### src/rtl/map_draw_engine.sv
// rtl/map_draw_engine.sv - background-map blitter from synchronous colour ROM to VGA write port
// Optional macro MAP_DRAW_TRANSPARENT_EN suppresses writes of pixels equal to TRANSPARENT_KEY.
module map_draw_engine #(
    parameter int MAP_W    = 256,
    parameter int MAP_H    = 176,
    parameter int X_ORIGIN = 31,
    parameter int Y_ORIGIN = 31,
    parameter int NUM_MAPS = 4,
    parameter int COLOUR_W = 6,
    parameter int X_W      = 9,
    parameter int Y_W      = 8,
    parameter int ADDR_W   = 18
`ifdef MAP_DRAW_TRANSPARENT_EN
    ,parameter logic [COLOUR_W-1:0] TRANSPARENT_KEY = '0
`endif
    ,localparam int SEL_W  = (NUM_MAPS > 1) ? $clog2(NUM_MAPS) : 1
) (
    input  logic                clock,
    input  logic                resetn,
    input  logic                start,
    input  logic [SEL_W-1:0]    map_sel,
    input  logic                hold,
    output logic [ADDR_W-1:0]   rom_addr,
    input  logic [COLOUR_W-1:0] rom_q,
    output logic [X_W-1:0]      x_pos,
    output logic [Y_W-1:0]      y_pos,
    output logic [COLOUR_W-1:0] colour,
    output logic                VGA_write,
    output logic                busy,
    output logic                draw_done
);

    localparam int COL_W   = $clog2(MAP_W);
    localparam int ROW_W   = (MAP_H > 1) ? $clog2(MAP_H) : 1;
    localparam int MAP_PIX = MAP_W * MAP_H;

    typedef enum logic [1:0] {S_IDLE, S_FETCH, S_DRAW, S_DONE} state_t;

    state_t              r_state, w_next;
    logic [SEL_W-1:0]    r_sel, w_sel_clamped;
    logic [COL_W-1:0]    r_col;
    logic [ROW_W-1:0]    r_row;
    logic [ADDR_W-1:0]   r_addr, w_base_new, w_last_addr;
    logic                r_stalled;
    logic [COLOUR_W-1:0] r_hold_q, w_colour;
    logic                w_last_col, w_last_pix, w_write;

`ifndef SYNTHESIS
    if (X_ORIGIN + MAP_W - 1 >= (1 << X_W)) begin : g_x_range_err
        $error("map_draw_engine: X_ORIGIN+MAP_W-1 does not fit in X_W");
    end
    if (Y_ORIGIN + MAP_H - 1 >= (1 << Y_W)) begin : g_y_range_err
        $error("map_draw_engine: Y_ORIGIN+MAP_H-1 does not fit in Y_W");
    end
`endif

    always_comb begin
        w_sel_clamped = map_sel;
        if (int'(map_sel) > NUM_MAPS - 1)
            w_sel_clamped = SEL_W'(NUM_MAPS - 1);
    end

    assign w_base_new  = ADDR_W'(w_sel_clamped) * ADDR_W'(MAP_PIX);
    assign w_last_addr = ADDR_W'(r_sel) * ADDR_W'(MAP_PIX) + ADDR_W'(MAP_PIX - 1);
    assign w_last_col  = (r_col == COL_W'(MAP_W - 1));
    assign w_last_pix  = w_last_col && (r_row == ROW_W'(MAP_H - 1));

    always_comb begin
        w_next = r_state;
        case (r_state)
            S_IDLE:  if (start) w_next = S_FETCH;
            S_FETCH: if (!hold) w_next = S_DRAW;
            S_DRAW:  if (!hold && w_last_pix) w_next = S_DONE;
            S_DONE:  w_next = S_IDLE;
            default: w_next = S_IDLE;
        endcase
    end

    always_ff @(posedge clock or negedge resetn) begin
        if (!resetn) begin
            r_state   <= S_IDLE;
            r_sel     <= '0;
            r_col     <= '0;
            r_row     <= '0;
            r_addr    <= '0;
            r_stalled <= 1'b0;
            r_hold_q  <= '0;
        end else begin
            r_state <= w_next;
            case (r_state)
                S_IDLE: begin
                    if (start) begin
                        r_sel  <= w_sel_clamped;
                        r_addr <= w_base_new;
                        r_col  <= '0;
                        r_row  <= '0;
                    end
                end
                S_FETCH: begin
                    if (!hold) r_addr <= r_addr + 1'b1;
                end
                S_DRAW: begin
                    if (!hold) begin
                        if (r_addr != w_last_addr) r_addr <= r_addr + 1'b1;
                        if (w_last_col) begin
                            r_col <= '0;
                            r_row <= w_last_pix ? '0 : r_row + 1'b1;
                        end else begin
                            r_col <= r_col + 1'b1;
                        end
                    end
                end
                default: ;
            endcase
            // The ROM keeps reading one pixel ahead during a stall, so the pending
            // pixel's colour is captured on the first stalled cycle and replayed.
            r_stalled <= (r_state == S_DRAW) && hold;
            if ((r_state == S_DRAW) && hold && !r_stalled)
                r_hold_q <= rom_q;
        end
    end

    assign w_colour = r_stalled ? r_hold_q : rom_q;

`ifdef MAP_DRAW_TRANSPARENT_EN
    assign w_write = (r_state == S_DRAW) && !hold && (w_colour != TRANSPARENT_KEY);
`else
    assign w_write = (r_state == S_DRAW) && !hold;
`endif

    assign rom_addr  = r_addr;
    assign x_pos     = X_W'(X_ORIGIN) + X_W'(r_col);
    assign y_pos     = Y_W'(Y_ORIGIN) + Y_W'(r_row);
    assign colour    = w_colour;
    assign VGA_write = w_write;
    assign busy      = (r_state == S_FETCH) || (r_state == S_DRAW);
    assign draw_done = (r_state == S_DONE);

endmodule
### config.mk
export PLATFORM = sky130hd
export DESIGN_NAME = map_draw_engine
export DESIGN_NICKNAME = d
export VERILOG_FILES = /design/src/rtl/map_draw_engine.sv
export SDC_FILE = /design/constraint.sdc
export NUM_CORES = 1
export LEC_CHECK = 0
export ABC_AREA = 1
export CAP_MARGIN = 20
export CORE_MARGIN = 1
export CORE_UTILIZATION = 53
export CTS_BUF_LIST = sky130_fd_sc_hd__clkbuf_2 sky130_fd_sc_hd__clkbuf_4 sky130_fd_sc_hd__clkbuf_8
export CTS_CLUSTER_SIZE = 12
export DETAILED_ROUTE_END_ITERATION = 6
export GPL_TIMING_DRIVEN = 0
export HOLD_SLACK_MARGIN = 0.05
export PLACE_DENSITY_LB_ADDON = 0.1
export SYNTH_ARGS = -nofsm -noshare
export SYNTH_HDL_FRONTEND = slang
export SYNTH_SLANG_ARGS = --single-unit
### constraint.sdc
create_clock -name clock -period 1.9 [get_ports clock]
set_input_delay 0.19 -clock clock [delete_from_list [all_inputs] [get_ports clock]]
set_output_delay 0.19 -clock clock [all_outputs]
set_load 0.01 [all_outputs]
==> results.yml, run 1 <==
final_layout:
  diodes: 0
  fill_cells: 473
  ff_latch_area_sq_um: 1130
  area_delta_synth_final_pct: 31.4
  finalNetCount: 550
  final_cell_area_sq_um: 4060
  multi_input_area_sq_um: 1760
  post-route-util_pct: 72.9
  drive_gt1_share_pct: 14.7
sta:
  slew_viol_final: 0
  setup_viol_count_final: 0
  finalCritPeriodShare_pct: 96.3
  hold-worst-slack_ns: 0.321
  fin_skew_ns: 0.00519
  fin_crit_ns: 1.83
  finalSetupTns_ns: 0
  rsz0062_at_grt: "true"
  hold_viol_final: 0
  relSlewSlack_pct: 77.0
  clock.fmax_ghz: 0.546
  worst_pin_slew_ns: 0.343
  setup_slack_ns: 0.0697
clock_tree:
  cts.sinks: 45
  clk_pin_slew_worst_paths_ns: 0.09
  numCtsBuffers: 5
  cts_root_buffer: "clkbuf_8"
  cts_tree: "done"
  clock_path_buffers: 2
  cts_max_level: 2
  clk-insertion-delay-late_ns: 0.30
place:
  placed_area_sq_um: 3750
  pre_cts_ws_ns: -0.0709
  port-buffer-count: 55
  hpwlAfterDp_um: 5410
  gp_congestion: 0.910
critical_path:
  cp-end-kind: "output port"
  startpoint_type: "flip-flop"
  cp.required_ns: 1.71
  critPathKind: "flip-flop to output port"
  crit_arrival_ns: 1.64
  cp_max_fo: 3
global_routing:
  grt_pass1_wl_um: 12300
  grt_pass1_vias: 2704
  grt-ovfl-total: 0
  grt_usage_pct: 25.3
  antenna_found_initial: 0
  grt_max_degree: 34
  grt.met1_usage_pct: 36.6
  met3_usage_pct: 4.42
  met2_usage_pct: 39.2
  grt_most_used_layer: "met2"
hold_path:
  hold_class: "primary input to async pin"
logic_synthesis:
  synth_xor_area_share_pct: 5.66
  yosys.area_share.adder_pct: 6.07
  synth_edf_count: 0
  synthSimpleGateAreaFrac_pct: 34.1
  synth_top_family_by_area: "simple AND/OR/NAND/NOR gates"
  ys_seq_elements: 45
  ys.warnings.count: 0
  synth_top_area_share_pct: 36.4
  synth_ff_type: "dfrtp_1"
  syn-num-nets: 473
  avgSynthCellArea_sq_um: 6.93
  yosys-top-cells-area: "dfrtp_1, nand2_1, nor2_1, inv_1, ha_1"
  synthArstFlopShare_pct: 100
  synth_compound_area_share_pct: 9.22
  synth_common_cells: "nand2_1, nor2_1, inv_1, dfrtp_1, o21ai_0"
  synth_largest_area_cell: "dfrtp_1"
  yosysMostFrequentCell: "nand2_1"
  syn_inst: 446
  synthDistinctLibCells: 28
  netlist_area_sq_um: 3090
  yosysSeqAreaShare_pct: 36.4
  synth_mux_area_share_pct: 0
die:
  die-area_sq_um: 6140
  die_h_um: 78.4
  fp.coreArea_sq_um: 5570
  initial_utilization_pct: 55.5
  io_pins: 56
  placementRows: 27
  fp.dieW_um: 78.4
route:
  ant_nets: 0
  drc: 0
  vias: 3111
  drt_wl_total_um: 7460
  via_per_inst: 5.22
  dr.pass1.iters: 5
  dr.first_iter.drc_count: 149
  post_drt_wl_per_cell_um: 12.5
power_and_ir_drop:
  p_per_area_nw_per_um2: 1360
  vdd_drop_max_uv: 944
  leakage_nw: 1.97
run:
  maxCapViolCount: 0
outcome:
  status: "finished clean"
[metrics by stage]
step	cells	power [W]
after floorplan	446	0.00324
after global placement	573	0.00433
after detailed placement	574	0.00440
after CTS	586	0.00520
after global routing	596	0.00601
final	596	0.00553
[cells by family (layout without fill, tap and decap cells)]
| family | after synthesis | count (layout) |
|---|---|---|
| compound gates | 51 | 51 |
| flops | 45 | 45 |
| xor+xnor | 20 | 20 |
| buf+inv | 65 | 143 |
| fa+ha+maj | 15 | 15 |
| simple gates | 250 | 250 |
[area by class of cell]
cell class	count	share of cell area, %
multi-input combinational	336	43.3
sequential	45	27.8
timing repair buffer	71	16.7
inverter	53	4.96
tap	72	2.22
buffer	11	2.06
clock buffer	6	2.03
clock inverter	2	0.924
[worst paths after layout]
path                             startpoint           to  slack, ns  cells after the start
worst max register to register   r_state[0]  rom_addr[9]       0.13                     12
worst max-delay path             r_state[1]         busy       0.07                      3
min in group clock                 rom_q[3]  r_hold_q[3]       0.47                      3
worst min register to register  r_hold_q[3]  r_hold_q[3]       0.49                      2
worst min-delay path                 resetn  rom_addr[7]       0.32                      2
max in group asynchronous            resetn     r_sel[0]       1.08                      3
[flip-flops by register name, summed over array words and instances, names as in the netlist]
signal / flops
r_col: 8
r_hold_q: 6
r_row: 8
r_sel: 2
r_stalled: 1
r_state: 2
rom_addr: 18
[cells in the final DEF (no fill, tap or decap), types with 5 or more instances in the layout]
cell / synthesis / routed
nand4_1: 11 / 11
clkbuf_8: 0 / 6
buf_4: 2 / 14
o21ai_0: 31 / 29
a21oi_1: 5 / 5
o21ai_1: 6 / 8
clkdlybuf4s50_1: 0 / 38
inv_2: 2 / 6
nor2_2: 3 / 8
nand2_1: 139 / 137
dlymetal6s2s_1: 0 / 7
inv_1: 51 / 46
nor2_1: 53 / 48
or2_2: 5 / 5
nand3_1: 28 / 27
dfrtp_1: 45 / 42
xor2_1: 19 / 19
ha_1: 15 / 12
dlygate4sd2_1: 0 / 6
o21ai_2: 6 / 6
[worst max-delay path: stages (launching register included)]
cell and delay [ns]:
dfrtp_1 0.39, inv_1 0.08, ha_1 0.33, clkdlybuf4s50_1 0.55
[metal layers]
metal	part of all wire [%]	vias to the layer above
met2	46	97
met5	0	-
li1	-	1564
met3	5.4	7
met4	0.84	0
met1	48	1443
[report_power, final]
group / switching (W) / internal, W / total (W)
combinational: 0.00186 / 0.00146 / 0.00332
sequential: 0.000252 / 0.00119 / 0.00145
clock: 0.000336 / 0.000428 / 0.000764
total: 0.00245 / 0.00308 / 0.00553
[what timing repair did]
item	in CTS	in global routing
gates resized for setup	19	40
endpoints found under the hold margin	12	0
endpoints found under the setup margin	32	46
gates cloned	0	1
buffers inserted	4	9
hold buffers	1	0
pin swaps	0	3
Power figures use the tool's default switching activity.
==> inputs of run 2 (changes only) <==
- HOLD_SLACK_MARGIN: 0.05 -> default
==> results of run 2 <==
Final layout, timing and power as in run 1 (identical DEF).
==> inputs of run 3 (changes only) <==
- CORE_ASPECT_RATIO: default -> 0.75
==> results.yml, run 3 (synthesis gave the netlist of run 1 again) <==
route:
  drc: 0
  dr.pass1.iters: 5
  post_drt_wl_per_cell_um: 13.1
  ant_nets: 0
  met1_length_um: 3760
  via_per_inst: 5.19
  dr.first_iter.drc_count: 244
  wl_met2_um: 3500
  drt_wl_total_um: 7910
  vias: 3123
  top_layer: "met4"
  wl_met3_um: 562
sta:
  fin_crit_ns: 1.84
  finalSetupTns_ns: 0
  rsz0062_at_grt: "true"
  worst_pin_slew_ns: 0.372
  relSlewSlack_pct: 75.2
  finalCritPeriodShare_pct: 96.6
  clock.fmax_ghz: 0.545
  setup_slack_ns: 0.0643
  hold_viol_final: 0
  fin_skew_ns: 0.0133
  slew_viol_final: 0
  setup_viol_count_final: 0
die:
  placementRows: 23
  io_pins: 56
  fp.dieW_um: 90.2
  die_h_um: 68.2
  initial_utilization_pct: 56.6
  die-area_sq_um: 6150
  fp.coreArea_sq_um: 5470
hold_path:
  hold_class: "primary input to async pin"
final_layout:
  final_cell_mix: "nand2_1, nor2_1, inv_1"
  finalNetCount: 553
  area_delta_synth_final_pct: 30.8
  mostFrequentLayoutCell: "nand2_1"
  diodes: 0
  drive_gt1_share_pct: 15.0
  fill_cells: 434
  post-route-util_pct: 74.0
  largest_reg_flops: 18
  ff_latch_area_sq_um: 1130
  multi_input_area_sq_um: 1750
place:
  pre_cts_ws_ns: -0.111
  gp_congestion: 0.897
  port-buffer-count: 55
  hpwlAfterDp_um: 5710
clock_tree:
  clock_path_buffers: 2
  numCtsBuffers: 5
  cts_max_level: 2
  cts.sinks: 45
  cts_root_buffer: "clkbuf_8"
  clk_pin_slew_worst_paths_ns: 0.10
  cts_tree: "done"
  clk-insertion-delay-late_ns: 0.31
outcome:
  status: "finished clean"
critical_path:
  cp_max_fo: 5
  r2r_end: "r_row[1]"
  crit_arrival_ns: 1.65
  worstRegToRegCells: 10
  critPathKind: "flip-flop to output port"
  reg2reg_setup_slack_ns: 0.08
  cp.required_ns: 1.71
  cp-end-kind: "output port"
  startpoint_type: "flip-flop"
  r2r-start: "r_state[0]"
  critPathLaunch: "r_col[0]"
global_routing:
  grt-ovfl-total: 0
  grt_pass1_wl_um: 12600
  grt_pass1_vias: 2682
  grt_usage_pct: 26.0
  antenna_found_initial: 0
  grt_max_degree: 32
power_and_ir_drop:
  p_per_area_nw_per_um2: 1360
  totalPowerFinal_w: 0.00548
  vdd_drop_max_uv: 1030
  leakage_nw: 1.97
run:
  maxCapViolCount: 0
==> run 3: cell count changes in the layout (fill, tap and decap cells not counted), sizes merged <==
cell / before / now
clkbuf: 13 / 14
dlygate4sd2: 6 / 10
clkinvlp: 1 / 0
buf: 22 / 25
clkdlybuf4s15: 1 / 0
clkinv: 0 / 1
dlymetal6s2s: 7 / 4
clkdlybuf4s50: 38 / 37
==> run 3: metal layers <==
| layer | up-vias | GRT usage [%] |
|---|---|---|
| li1 | 1556 | - |
| met1 | 1437 | 37.4 |
| met2 | 122 | 39.9 |
| met3 | 8 | 5.22 |
| met4 | 0 | 7.46 |
| met5 | - | 0 |
==> run 3: area by class of cell <==
type	instances	share of cell area [%]
Timing Repair Buffer	74	16.9
Inverter	53	4.92
Clock buffer	6	1.89
Clock inverter	2	0.959
Sequential cell	45	27.9
Multi-Input combinational cell	336	43.3
Buffer	11	1.82
Tap cell	75	2.32
==> run 3: worst max-delay path by stage <==
stage,slack (ns),end,cells past startpoint
after floorplan,0.28,rom_addr[16],13
after global placement,-0.68,r_row[5],1
after detailed placement,-0.11,x_pos[6],8
after CTS,0.02,r_col[7],12
after global routing,-0.07,r_col[7],12
final,0.06,x_pos[8],8
==> run 3: worst max-delay path, stage by stage (launching register included) <==
cell	delay, ns
dfrtp_1	0.41
inv_2	0.13
ha_4	0.15
inv_1	0.04
nor2_2	0.11
nand2_1	0.08
nand2_1	0.09
nor2_1	0.05
dlygate4sd2_1	0.27
==> run 3: per-stage QoR <==
stage                     cell area (sq um)  cells  hold slack [ns]
after floorplan                        3090    446           -0.106
after global placement                 3740    576            0.469
after detailed placement               3750    577            0.130
after CTS                              3910    591            0.342
after global routing                   4050    602            0.387
final                                  4050    602            0.328
==> run 3: power by group <==
| part | internal (W) | leakage, nW | switching, W |
|---|---|---|---|
| sequential | 0.00119 | 0.598 | 0.000247 |
| combinational | 0.00138 | 1.31 | 0.00190 |
| clock | 0.000410 | 0.0588 | 0.000353 |
==> run 3: repair_timing <==
item	CTS	global route
buffers inserted	6	11
hold endpoints to repair	14	0
gates resized for setup	25	27
pin swaps	0	4
hold buffers	1	0
setup endpoints to repair	35	40
